**src/rtl/xor_update_issue_pkg.sv**
```systemverilog
// Shared constants and request record for the XOR-update issue stage.
// Default widths here also size req_t, so the top's delay line uses them.
package xor_update_issue_pkg;

    localparam int NUM_MUL_DEF     = 4;
    localparam int INDEX_WIDTH_DEF = 12;
    localparam int DATA_WIDTH_DEF  = 64;
    localparam int READ_LAT_DEF    = 2;
    localparam int HAZ_DEPTH       = READ_LAT_DEF + 5;
    localparam int LANE_W          = (NUM_MUL_DEF > 1) ? $clog2(NUM_MUL_DEF) : 1;

    typedef struct packed {
        logic [INDEX_WIDTH_DEF-1:0] index;
        logic [LANE_W-1:0]          lane;
        logic [DATA_WIDTH_DEF-1:0]  data;
    } req_t;

endpackage

```
**src/rtl/xor_hazard_scoreboard.sv**
```systemverilog
// Shift register of recently accepted indices with a parallel compare,
// so a read-after-write on the same table row is held off until it commits.
module xor_hazard_scoreboard
    import xor_update_issue_pkg::*;
#(
    parameter int DEPTH       = HAZ_DEPTH,
    parameter int INDEX_WIDTH = INDEX_WIDTH_DEF
) (
    input  logic                   clk,
    input  logic                   reset,
    input  logic                   push_valid,
    input  logic [INDEX_WIDTH-1:0] push_index,
    input  logic [INDEX_WIDTH-1:0] probe_index,
    output logic                   match
);

    logic [DEPTH-1:0]       sb_valid;
    logic [INDEX_WIDTH-1:0] sb_index [DEPTH];

    // NOTE: the index entries are cleared along with the valid bits; only
    // valid gates a match, but clearing keeps post-reset state fully defined.
    always_ff @(posedge clk or posedge reset) begin
        if (reset) begin
            sb_valid <= '0;
            for (int i = 0; i < DEPTH; i++) sb_index[i] <= '0;
        end else begin
            // NOTE: non-blocking assignments make every stage shift from the
            // pre-edge values, independent of statement order.
            sb_valid    <= {sb_valid[DEPTH-2:0], push_valid};
            sb_index[0] <= push_index;
            for (int i = 1; i < DEPTH; i++) sb_index[i] <= sb_index[i-1];
        end
    end

    // NOTE: the default before the loop keeps this purely combinational.
    always_comb begin
        match = 1'b0;
        for (int i = 0; i < DEPTH; i++)
            if (sb_valid[i] && (sb_index[i] == probe_index)) match = 1'b1;
    end

endmodule

```
**src/rtl/xor_update_issue.sv**
```systemverilog
// Request front end for the per-lane XOR-hash table: issues the read, XORs the
// returned lane word with the request data and drives the table write side.
module xor_update_issue
    import xor_update_issue_pkg::*;
#(
    parameter int NUM_MUL     = NUM_MUL_DEF,
    parameter int INDEX_WIDTH = INDEX_WIDTH_DEF,
    parameter int DATA_WIDTH  = DATA_WIDTH_DEF,
    parameter int READ_LAT    = READ_LAT_DEF
) (
    input  logic                          clk,
    input  logic                          reset,
    input  logic                          in_valid,
    output logic                          in_ready,
    input  logic [INDEX_WIDTH-1:0]        in_index,
    input  logic [DATA_WIDTH-1:0]         in_data,
    output logic [INDEX_WIDTH-1:0]        rd_index,
    input  logic [NUM_MUL*DATA_WIDTH-1:0] rd_out_update,
    output logic                          write_reg_0_valid,
    output logic [INDEX_WIDTH-1:0]        write_reg_0_index,
    output logic [NUM_MUL*DATA_WIDTH-1:0] write_reg_11_xor,
    output logic [NUM_MUL-1:0]            arbiter_result,
    output logic [31:0]                   stall_cnt
);

    logic                   accept;
    logic                   haz_match;
    logic [LANE_W-1:0]      rr_ptr;
    logic [INDEX_WIDTH-1:0] rd_index_q;

    // Stage k holds a request accepted k+1 cycles ago.
    logic [READ_LAT-1:0]    dl_valid;
    req_t                   dl_req [READ_LAT];

    logic [NUM_MUL*DATA_WIDTH-1:0] wr_xor_next;
    logic [NUM_MUL-1:0]            arb_next;

    xor_hazard_scoreboard #(
        .DEPTH       (READ_LAT + 5),
        .INDEX_WIDTH (INDEX_WIDTH)
    ) u_scoreboard (
        .clk         (clk),
        .reset       (reset),
        .push_valid  (accept),
        .push_index  (in_index),
        .probe_index (in_index),
        .match       (haz_match)
    );

    assign in_ready = !reset && !(in_valid && haz_match);
    assign accept   = in_valid && in_ready;
    assign rd_index = accept ? in_index : rd_index_q;

    always_ff @(posedge clk or posedge reset) begin
        if (reset) begin
            rd_index_q <= '0;
            rr_ptr     <= '0;
            stall_cnt  <= '0;
        end else begin
            rd_index_q <= rd_index;
            if (accept)
                rr_ptr <= (rr_ptr == LANE_W'(NUM_MUL - 1)) ? '0 : rr_ptr + 1'b1;
            if (in_valid && !in_ready && (stall_cnt != '1))
                stall_cnt <= stall_cnt + 1'b1;
        end
    end

    always_ff @(posedge clk or posedge reset) begin
        if (reset) begin
            dl_valid <= '0;
            for (int k = 0; k < READ_LAT; k++) dl_req[k] <= '0;
        end else begin
            dl_valid[0] <= accept;
            dl_req[0]   <= '{index: in_index, lane: rr_ptr, data: in_data};
            for (int k = 1; k < READ_LAT; k++) begin
                dl_valid[k] <= dl_valid[k-1];
                dl_req[k]   <= dl_req[k-1];
            end
        end
    end

    // The table's index pipeline runs two cycles ahead of its data pipeline.
    generate
        if (READ_LAT >= 2) begin : g_wr0_from_line
            assign write_reg_0_valid = dl_valid[READ_LAT-2];
            assign write_reg_0_index = dl_req[READ_LAT-2].index;
        end else begin : g_wr0_from_accept
            assign write_reg_0_valid = accept;
            assign write_reg_0_index = rd_index;
        end
    endgenerate

    // Read data lands with the last delay stage; only the selected lane is written.
    always_comb begin
        wr_xor_next = '0;
        arb_next    = '0;
        for (int l = 0; l < NUM_MUL; l++) begin
            if (dl_valid[READ_LAT-1] && (dl_req[READ_LAT-1].lane == LANE_W'(l))) begin
                arb_next[l] = 1'b1;
                wr_xor_next[l*DATA_WIDTH +: DATA_WIDTH] =
                    rd_out_update[l*DATA_WIDTH +: DATA_WIDTH] ^ dl_req[READ_LAT-1].data;
            end
        end
    end

    always_ff @(posedge clk or posedge reset) begin
        if (reset) begin
            write_reg_11_xor <= '0;
            arbiter_result   <= '0;
        end else begin
            write_reg_11_xor <= wr_xor_next;
            arbiter_result   <= arb_next;
        end
    end

endmodule

```
**config.mk**
```make
export PLATFORM = sky130hd
export DESIGN_NAME = xor_update_issue
export DESIGN_NICKNAME = d
export VERILOG_FILES = /design/src/rtl/xor_update_issue_pkg.sv /design/src/rtl/xor_hazard_scoreboard.sv /design/src/rtl/xor_update_issue.sv
export SDC_FILE = /design/constraint.sdc
export NUM_CORES = 1
export LEC_CHECK = 0
export CAP_MARGIN = 0
export CORE_AREA = 5 5 252 254
export CTS_BUF_LIST = sky130_fd_sc_hd__clkbuf_8
export DETAILED_ROUTE_END_ITERATION = 12
export DIE_AREA = 0 0 257 259
export PLACE_DENSITY = 0.71
export SLEW_MARGIN = 0
export SYNTH_ARGS = -nofsm -noshare
export SYNTH_HDL_FRONTEND = slang
export SYNTH_HIERARCHICAL = 1
export SYNTH_SLANG_ARGS = --single-unit
```
**constraint.sdc**
```tcl
create_clock -name clk -period 14.7 [get_ports clk]
set_clock_uncertainty 0.15 [all_clocks]
set_input_delay 2.94 -clock clk [delete_from_list [all_inputs] [get_ports clk]]
set_output_delay 2.94 -clock clk [all_outputs]
set_load 0.02 [all_outputs]
```
Yosys cells after proc, flatten, opt, wreduce, memory -nomap -nowiden

Cells that the tools add are included.

Word-level logic and storage cells: 73
Output and inout bits: 318
Bits in registers: 531
Input bits: 335

Add/sub/neg operators: 2
Equality and inequality tests: 12
Reduce and logical (&&, ||, !) cells: 20
Mux-type cells: 17
Bitwise operators: 4

Operators by type and width:

| operator                | count |
|---|---|
| $mux W64                | 4 |
| $xor A64 B64 Y64        | 4 |
| $eq A12 B12 Y1          | 7 |
| $add A32 B1 Y32 const B | 1 |
| $ne A32 B32 Y1 const B  | 1 |
| $logic_and A1 B1 Y1     | 16 |
| $mux W12                | 1 |
| $mux W1                 | 11 |
| $eq A2 B2 Y1 const B    | 3 |
| $logic_not A1 Y1        | 3 |
| $add A2 B1 Y2 const B   | 1 |
| $eq A2 B1 Y1 const B    | 1 |
| $logic_not A2 Y1        | 1 |
| $mux W2                 | 1 |

Logic depth before layout (Yosys ltp)

Gate-level depths: netlist of the first run.

Word-level depth: 15
Depth in mapped cells: 11
Gate-level depth less buffers: 10

Hierarchy

Netlist of the first run, hierarchy kept.

By module, submodules not included:

| module                | seq. area each (sq um) | cells an instance | area an instance (sq um) | times used |
|---|---|---|---|---|
| xor_update_issue      | 11310.8                | 1209              | 16017.9                  | 1 |
| xor_hazard_scoreboard | 2277.2                 | 221               | 3343.2                   | 1 |

Worst setup path before layout of the first run

No wires, ideal clock.

Path kind: input port to output port
Start: input in_index[5]
End: output rd_index[10]
Data required time: 11.610 ns
Stages: 11
Buffers on the path: 3
Data arrival time: 5.520 ns
Slack: 6.090 ns
Path through: buf_4 > xnor2_1 > nand4_1 > nor4_1 > a41o_1 > or4_1 > a21oi_1 > and2_1 > clkbuf_1 > buf_2 > mux2_2

Longest elaborated chain between the ends: 14
Elaborated cells between the ends (all ways): 26
Classes of those cells: eq/ne: 7; mux: 8; reduce/logical: 11

RTL lines:

| element                 | line                        | source |
|---|---|---|
| from (decl)             | xor_update_issue.sv:15      | `input logic [INDEX_WIDTH-1:0] in_index,` |
| $eq A12 B12 Y1          | xor_hazard_scoreboard.sv:39 | `if (sb_valid[i] && (sb_index[i] == probe_index)) match = 1'b1;` |
| $logic_and A1 B1 Y1     | xor_hazard_scoreboard.sv:39 |  |
| $mux W1 (6 in series)   | xor_hazard_scoreboard.sv:39 |  |
| $mux W1 (*)             | xor_hazard_scoreboard.sv:39 |  |
| net haz_match           | xor_update_issue.sv:27      | `logic haz_match;` |
| $logic_and A1 B1 Y1 (*) | xor_update_issue.sv:50      | `assign in_ready = !reset && !(in_valid && haz_match);` |
| $logic_not A1 Y1 (*)    | xor_update_issue.sv:50      |  |
| $logic_and A1 B1 Y1 (*) | xor_update_issue.sv:50      |  |
| net in_ready            | xor_update_issue.sv:14      | `output logic in_ready,` |
| $logic_and A1 B1 Y1 (*) | xor_update_issue.sv:51      | `assign accept = in_valid && in_ready;` |
| net accept              | xor_update_issue.sv:26      | `logic accept;` |
| $mux W12 (*)            | xor_update_issue.sv:52      | `assign rd_index = accept ? in_index : rd_index_q;` |
| to (decl)               | xor_update_issue.sv:17      | `output logic [INDEX_WIDTH-1:0] rd_index,` |

Mark *: on every way through the listed nets, which the timed path passes. The rest lies on a longest branch.

Worst setup path in the final report of the first run

Start: input in_index[4]
End: output rd_index[2]

Longest elaborated chain between the ends: 14
Elaborated cells between the ends (all ways): 26
Classes of those cells: eq/ne: 7; mux: 8; reduce/logical: 11

RTL lines:

| element                 | line |
|---|---|
| $eq A12 B12 Y1          | xor_hazard_scoreboard.sv:39 |
| $logic_and A1 B1 Y1     | xor_hazard_scoreboard.sv:39 |
| $mux W1 (6 in series)   | xor_hazard_scoreboard.sv:39 |
| $mux W1 (*)             | xor_hazard_scoreboard.sv:39 |
| net haz_match           | xor_update_issue.sv:27 |
| $logic_and A1 B1 Y1 (*) | xor_update_issue.sv:50 |
| $logic_not A1 Y1 (*)    | xor_update_issue.sv:50 |
| $logic_and A1 B1 Y1 (*) | xor_update_issue.sv:50 |
| $logic_and A1 B1 Y1 (*) | xor_update_issue.sv:51 |
| $mux W12 (*)            | xor_update_issue.sv:52 |

Marked as above.

==> results of run 1 <==
path summary, 6_finish.rpt:
path | startpoint | endpoint | slack (ns)
min in group asynchronous | reset | u_scoreboard/sb_index[75] | 2.46
max | in_index[4] | rd_index[2] | 4.79
min | dl_req[132] | dl_req[54] | 0.17
min reg2reg | dl_req[132] | dl_req[54] | 0.17
max in group asynchronous | reset | dl_req[107] | 9.13
max reg2reg | u_scoreboard/sb_index[13] | stall_cnt[20] | 11.56
flip-flops by register name, summed over array words and instances, names as in the netlist:
register and count:
arbiter_result 4, dl_req 132, dl_valid 2, rd_index_q 12, rr_ptr 2, stall_cnt 32, u_scoreboard/sb_index 84, u_scoreboard/sb_valid 7
write_reg_0_index 12, write_reg_11_xor 256
metrics by stage:
stage	hold slack, ns	setup WS [ns]
3_5_place_dp	0.185	4.82
5_1_grt	0.172	4.63
3_3_place_gp	0.181	4.85
2_1_floorplan	0.181	5.50
4_1_cts	0.158	4.79
6_report	0.165	4.79
layer usage:
layer  vias to the layer above  wire (um)  share of wire [%]  GRT usage, %
met4                        16       2580                4.0          8.17
li1                       5720          -                  -             -
met1                      6421      24100                 37          21.4
met5                         -         91               0.14             0
met3                       127       6000                9.2          7.67
met2                       559      32400                 50          32.3
layout make-up:
class	count	area [um2]
Antenna cell	1	2.50
Fill cell	5416	32600
Tap cell	790	988
Clock inverter	46	355
Timing Repair Buffer	666	6630
Multi-Input combinational cell	760	5180
Sequential cell	543	13600
Clock buffer	118	1620
Inverter	7	30.0
worst register-to-register path, delay by kind of cell (launching register included):
family,cells,cell delay (ns)
XOR/XNOR,2,0.33
AND/OR/NAND/NOR,5,1.06
flip-flops,1,0.43
AO/OA/AOI/OAI,3,1.09
placed cells by master (no fill, tap or decap), types with 3 or more instances in the layout:
| master | instances |
|---|---|
| clkdlybuf4s50_1 | 652 |
| dfrtp_1 | 543 |
| xnor2_1 | 321 |
| nor2_1 | 263 |
| clkbuf_8 | 118 |
| xor2_1 | 48 |
| inv_1 | 29 |
| nand4_1 | 22 |
| nand3_1 | 20 |
| mux2_2 | 15 |
| buf_4 | 14 |
| nor4_1 | 12 |
| nand2_1 | 11 |
| clkinv_2 | 10 |
| and3_1 | 6 |
| nor3_1 | 5 |
| and2_1 | 4 |
| nand4_4 | 3 |
| clkinv_8 | 3 |
| bufinv_16 | 3 |
where the power goes:
group / internal, mW / switching (mW)
sequential: 1.60 / 0.0706
combinational: 0.288 / 0.303
clock: 0.784 / 0.636
total: 2.68 / 1.01
cells by family after synthesis:
| logic type | count (synthesis) | share of synthesized area [%] |
|---|---|---|
| AOI/OAI and AO/OA | 9 | 0.317 |
| adders and majority gates | 2 | 0.129 |
| and+or+nand+nor | 364 | 8.60 |
| DFF | 543 | 70.2 |
| buffers and inverters | 127 | 3.13 |
| muxes | 16 | 0.950 |
| xor gates and xnor gates | 369 | 16.7 |
==> results.cfg, run 1 <==
[run_status]
outcome = complete, no violations

[critical_path]
arrival_ns = 6.82
cp-start-kind = input pin
worstSetupEndpointType = output port
crit_family = buffers and inverters
reg2reg_depth = 10
crit_type = in2out
crit_path_frequent_cell = clkdlybuf4s50_1
required_ns = 11.61
path_cells = clkdlybuf4s50_1, xnor2_1, nand4_1, nor4_1, a41o_1, or4_1, a21oi_1, and2_1, mux2_2, clkdlybuf4s50_1
cp_max_fo = 16
path_buf_inv = 2
path_depth = 10
cp_slowest_stage_delay_ns = 0.87
crit_path_top_delay_cell = clkdlybuf4s50_1

[grt]
antenna_found_initial = 10
grt-ovfl-total = 0
grt_pass1_wl_um = 95300
grt.total_usage_pct = 19.1
first_global_vias = 14300
grt_max_degree = 90

[cts]
cts_max_path_buffers = 3
root_buffer = clkbuf_8
cts_setup_buffers = 0
h-tree-depth = 3
ctsHoldBuffers = 0
cts_buffers = 92
cts_tree = built
ctsResizeCount = 0
path_clk_slew_ns = 0.06
worstSkewPairLatency_ns = 0.67
cts_sinks = 543

[routing]
dr_total_vias = 12800
drtIter0Drc = 603
dr.pass1.iters = 4
vias_per_cell = 4.38
drt_wl_total_um = 65100
drc_errors = 0
ant_nets = 0
wl_per_cell_um = 22.2

[pwr]
totalPowerFinal_mw = 3.69
p_per_area_nw_per_um2 = 130
p_leak_nw = 12.2
ir_drop_uv = 95.7

[placement]
postPlaceCellArea_um2 = 26400
io_buffers = 652
placed_cells = 2766
gp_congestion = 0.913
dpl.hpwl_um = 48400

[synthesis]
synth_edf_count = 0
synthCells = 1430
synth_commonest_cells = 543 x dfrtp_1, 321 x xnor2_1, 263 x nor2_1, 60 x buf_1, 48 x xor2_1
syn_area_per_cell_um2 = 13.5
ys_ff_latch = 543
synth_most_common_cell = dfrtp_1
synth.area.top_cells = dfrtp_1 70%, xnor2_1 15%, nor2_1 5.1%
ys.flop_type = dfrtp_1
yosysUniqueCellTypes = 43
ys_seq_area_share_pct = 70.2
syn_area_um2 = 19400
yosys_warnings = 6
syn-num-nets = 1767
synth_top_area_share_pct = 70.2
yosysTopAreaCell = dfrtp_1
synthArstFlopShare_pct = 100

[timing]
rsz0062_at_grt = no
hold_violations = 0
fmax_mhz = 101
min_period_ns = 9.91
slew-limit-headroom_pct = 30.3
post-route-period-util_pct = 67.4
tightest_slew_ns = 1.05
finalSetupTns_ns = 0
drv_slew = 0
setup_viol = 0

[floorplan]
chipWidth_um = 257
ioPinCount = 653
start_util_pct = 31.7
die-area_um2 = 66600
placementRows = 91
die_h_um = 259
core_um2 = 61000

[finish]
fin_nets = 2407
layoutNonFillerInstCount = 2931
fin_util_pct = 46.5
syn2layout_area_growth_pct = 46.7
finalInstanceArea_um2 = 28400
drive_gt1_share_pct = 8.74

[job]
cap_violations = 0

[hold_path]
worstHoldPathType = reg2reg
min_path_cells = 0
Power figures use the tool's default switching activity.
==> inputs of run 2 (changes only) <==
- CORE_AREA: 5 5 252 254 -> 5 5 249 251
- DIE_AREA: 0 0 257 259 -> 0 0 254 256
- PLACE_DENSITY: 0.71 -> 0.7
- clock period: 14.7 -> 9.8 ns (I/O delays scaled with it)
==> run 2 against run 1 <==
Against the previous run: via count fell by 1.3%; utilization is 1.0 points higher; critical path type unchanged; count of clock-buffer cells in the layout unchanged; critical endpoint is now rd_index[7]; design area about the same; combinational power grew 49%; die area is 2.3% lower; largest cell class unchanged; sequential power is 50% higher.
==> results.cfg, run 2 (same netlist as run 1, synthesis figures left out) <==
[cts]
ctsHoldBuffers = 0
cts_setup_buffers = 0
path_clk_slew_ns = 0.06
cts_tree = built
ctsResizeCount = 0
h-tree-depth = 3
cts_sinks = 543
cts_buffers = 91
cts_max_path_buffers = 3
worstSkewPairLatency_ns = 0.65
root_buffer = clkbuf_8

[hold_path]
min_path_cells = 0
worstHoldPathType = reg2reg
holdPathEnd = dl_req[8]
hold_start = dl_req[86]

[routing]
wl_per_cell_um = 21.6
drt_wl_total_um = 63300
dr.pass1.iters = 4
drtIter0Drc = 528
ant_nets = 0
vias_per_cell = 4.32
drc_errors = 0
dr_total_vias = 12700

[timing]
min_period_ns = 8.04
tightest_slew_ns = 1.09
post-route-period-util_pct = 82.0
hold_violations = 0
setup_slack_ns = 1.76
finalSetupTns_ns = 0
drv_slew = 0
fmax_mhz = 124
setup_viol = 0
rsz0062_at_grt = no
slew-limit-headroom_pct = 27.3
whs_ns = 0.157

[pwr]
p_seq_share_pct = 45.7
combPwrFrac_pct = 16.1
p_sw_share_pct = 26.9
p_per_area_nw_per_um2 = 193
intPower_mw = 4.01
totalPowerFinal_mw = 5.48
p_leak_nw = 12.2
clock_power_share_pct = 38.2
ir_drop_uv = 124
p_sw_mw = 1.47

[finish]
layout_common_cells = 652 x clkdlybuf4s50_1, 543 x dfrtp_1, 321 x xnor2_1
syn2layout_area_growth_pct = 46.7
fillers = 5263
regMostFlops = write_reg_11_xor
layoutNonFillerInstCount = 2932
largest_register_ffs = 256
fin_util_pct = 47.6
top_regs = write_reg_11_xor x256, dl_req x132, u_scoreboard/sb_index x84
final_common_cell = clkdlybuf4s50_1
drive_gt1_share_pct = 8.56
fin_nets = 2404
finalInstanceArea_um2 = 28400

[critical_path]
cp_slowest_stage_delay_ns = 0.91
path_cells = clkdlybuf4s50_1, xnor2_1, nand4_1, nor4_1, a41o_1, or4_1, a21oi_1, and2_1, mux2_2, clkdlybuf4s50_1
worstSetupEndpointType = output port
cp-start-kind = input pin
arrival_ns = 5.93
r2r-end = rd_index_q[1]
path_depth = 10
required_ns = 7.69
crit_path_frequent_cell = clkdlybuf4s50_1
crit_type = in2out
crit_path_top_delay_cell = clkdlybuf4s50_1
rrSetupSlack_ns = 6.64
reg2reg_from = u_scoreboard/sb_index[30]
reg2reg_depth = 8
crit_start = in_index[4]
path_buf_inv = 2
cp_max_fo = 16
crit_family = simple AND/OR/NAND/NOR gates

[grt]
grt.total_usage_pct = 18.9
first_global_vias = 14000
antenna_found_initial = 18
grt-ovfl-total = 0
grt_max_degree = 162
grt_pass1_wl_um = 91700

[job]
cap_violations = 0

[placement]
gp_congestion = 0.876
post-place-ws_ns = 1.76
placed_cells = 2756
postPlaceCellArea_um2 = 26400
dpl.hpwl_um = 46900
io_buffers = 652

[floorplan]
die-area_um2 = 65000
die_h_um = 256
start_util_pct = 32.4
core_um2 = 59700
ioPinCount = 653
chipWidth_um = 254
placementRows = 90

[run_status]
outcome = complete, no violations
-- run 2: power by group through the flow --
stage          Sequential, mW  Clock (mW)  Combinational (mW)
4_1_cts                  2.51        2.17               0.899
5_1_grt                  2.52        2.27               0.942
6_report                 2.51        2.09               0.882
3_3_place_gp             2.54           0               0.884
3_5_place_dp             2.55           0               0.892
2_1_floorplan            2.63           0               0.316
-- run 2: area by class of cell --
| cell class | count | area (um2) | share of cell area, % |
|---|---|---|---|
| Antenna cell | 11 | 27.5 | 0.0969 |
| Clock buffer | 118 | 1620 | 5.72 |
| Clock inverter | 47 | 328 | 1.15 |
| Inverter | 7 | 31.3 | 0.110 |
| Multi-Input combinational cell | 760 | 5180 | 18.2 |
| Sequential cell | 543 | 13600 | 47.8 |
| Tap cell | 782 | 978 | 3.45 |
| Timing Repair Buffer | 664 | 6640 | 23.4 |
-- run 2: worst max-delay path by stage --
stage / to / slack (ns)
6_report: rd_index[7] / 1.76
5_1_grt: rd_index[7] / 1.53
4_1_cts: rd_index[4] / 1.75
3_5_place_dp: rd_index[6] / 1.76
3_3_place_gp: rd_index[4] / 1.82
2_1_floorplan: arbiter_result[0] / 1.58
-- run 2: layer usage --
layer / wire length (um) / track usage [%]
met1: 22500 / 20.6
met2: 31700 / 32.0
met5: 61 / 0
met3: 6350 / 7.89
met4: 2630 / 9.14
==> inputs of run 3 (changes only) <==
- clock period: 9.8 -> 7.9 ns (I/O delays scaled with it)
==> run 3 against run 2 <==
Against the previous run: via count up 0.59%; non-clock buffer count up 1; design area about the same; final cell count is 0.38% lower; critical path depth is the same; sequential share of layout area is essentially flat; utilization is essentially flat; count of clock-buffer cells in the layout down 11; global-route usage rose by 0.15 points; power rose by 24%; combinational power grew 25%; largest power group unchanged.
==> results.cfg, run 3 (same netlist as run 1, synthesis figures left out) <==
[finish]
fin_util_pct = 47.5
regMostFlops = write_reg_11_xor
drive_gt1_share_pct = 8.52
fin_nets = 2404
top_regs = write_reg_11_xor x256, dl_req x132, u_scoreboard/sb_index x84
layout_common_cells = 652 x clkdlybuf4s50_1, 543 x dfrtp_1, 321 x xnor2_1
syn2layout_area_growth_pct = 46.6
final_common_cell = clkdlybuf4s50_1
largest_register_ffs = 256
layoutNonFillerInstCount = 2921

[critical_path]
crit_start = in_index[4]
reg2reg_depth = 9
worstSetupEndpointType = output port
r2r-end = rr_ptr[1]
cp_slowest_stage_delay_ns = 0.87
crit_path_frequent_cell = clkdlybuf4s50_1
required_ns = 6.17
arrival_ns = 5.43
path_cells = clkdlybuf4s50_1, xnor2_1, nand4_1, nor4_1, a41o_1, or4_1, a21oi_1, and2_1, mux2_2, clkdlybuf4s50_1
reg2reg_from = u_scoreboard/sb_index[32]
rrSetupSlack_ns = 4.69
cp_max_fo = 15
cp-start-kind = input pin
crit_path_top_delay_cell = clkdlybuf4s50_1
crit_type = in2out

[timing]
drv_slew = 0
tightest_slew_ns = 1.09
min_period_ns = 7.16
whs_ns = 0.170
setup_viol = 0
post-route-period-util_pct = 90.6
hold_violations = 0
slew-limit-headroom_pct = 27.4
finalSetupTns_ns = 0
fmax_mhz = 140
rsz0062_at_grt = no

[cts]
cts_max_path_buffers = 3
cts_tree = built
worstSkewPairLatency_ns = 0.65
h-tree-depth = 3
path_clk_slew_ns = 0.06
cts_setup_buffers = 0
cts_sinks = 543
root_buffer = clkbuf_8
ctsResizeCount = 0
cts_buffers = 90
ctsHoldBuffers = 0

[routing]
wl_per_cell_um = 21.8
ant_nets = 0
drtIter0Drc = 482
vias_per_cell = 4.37
dr.pass1.iters = 5
dr_total_vias = 12800
drt_wl_total_um = 63700
drc_errors = 0

[grt]
grt.total_usage_pct = 19.1
grt-busiest-layer = met2
grt-ovfl-total = 0
grt_max_degree = 185
grtUsageMet1_pct = 20.5
first_global_vias = 14000
antenna_found_initial = 13
grt_pass1_wl_um = 92500
use_met3_pct = 7.35
use_met2_pct = 33.2

[hold_path]
holdPathEnd = dl_req[8]
worstHoldPathType = reg2reg
hold_start = dl_req[86]
min_path_cells = 0

[placement]
io_buffers = 652
placed_cells = 2757
gp_congestion = 0.880
dpl.hpwl_um = 47300

[floorplan]
core_um2 = 59700
start_util_pct = 32.4
placementRows = 90
die-area_um2 = 65000
die_h_um = 256
ioPinCount = 653
chipWidth_um = 254

[job]
cap_violations = 0

[pwr]
p_leak_nw = 12.2
ir_drop_uv = 173
p_per_area_nw_per_um2 = 240

[run_status]
outcome = complete, no violations
## run 3: worst max-delay path: cells and delay by family
| family | cells | cell delay, ns |
|---|---|---|
| compound gates | 2 | 0.44 |
| xor+xnor | 1 | 0.15 |
| buf+inv | 2 | 1.42 |
| mux | 1 | 0.42 |
| simple gates | 4 | 1.40 |
## run 3: worst max-delay path by stage
stage,endpoint,slack [ns],cells past startpoint
floorplan,arbiter_result[0],0.06,1
global placement,rd_index[4],0.78,10
detailed placement,rd_index[6],0.72,10
CTS,rd_index[4],0.70,10
global route,rd_index[6],0.52,10
finish,rd_index[4],0.74,10
## run 3: where the power goes
group	switching, mW	internal [mW]
clock	1.14	1.47
combinational	0.558	0.539
sequential	0.127	2.98
total	1.82	4.99
## run 3: final cells by class
| type | count | area (um2) |
|---|---|---|
| Antenna cell | 4 | 10.0 |
| Clock buffer | 107 | 1470 |
| Clock inverter | 53 | 455 |
| Fill cell | 5310 | 31300 |
| Inverter | 7 | 31.3 |
| Multi-Input combinational cell | 760 | 5180 |
| Sequential cell | 543 | 13600 |
| Tap cell | 782 | 978 |
| Timing Repair Buffer | 665 | 6660 |
## run 3: stage by stage
| stage | power, mW | setup WS, ns | instance area, um2 |
|---|---|---|---|
| after global placement | 4.25 | 0.775 | 26400 |
| after CTS | 6.93 | 0.702 | 28400 |
| after floorplan | 3.65 | 0.0569 | 19400 |
| final | 6.82 | 0.741 | 28400 |
| after detailed placement | 4.27 | 0.717 | 26400 |
| after global routing | 7.12 | 0.524 | 28400 |
## run 3: metal layers
layer	share of wire (%)	wire, um
met5	0.15	98
met4	4.5	2870
met3	9.5	6030
met2	51	32200
met1	35	22500
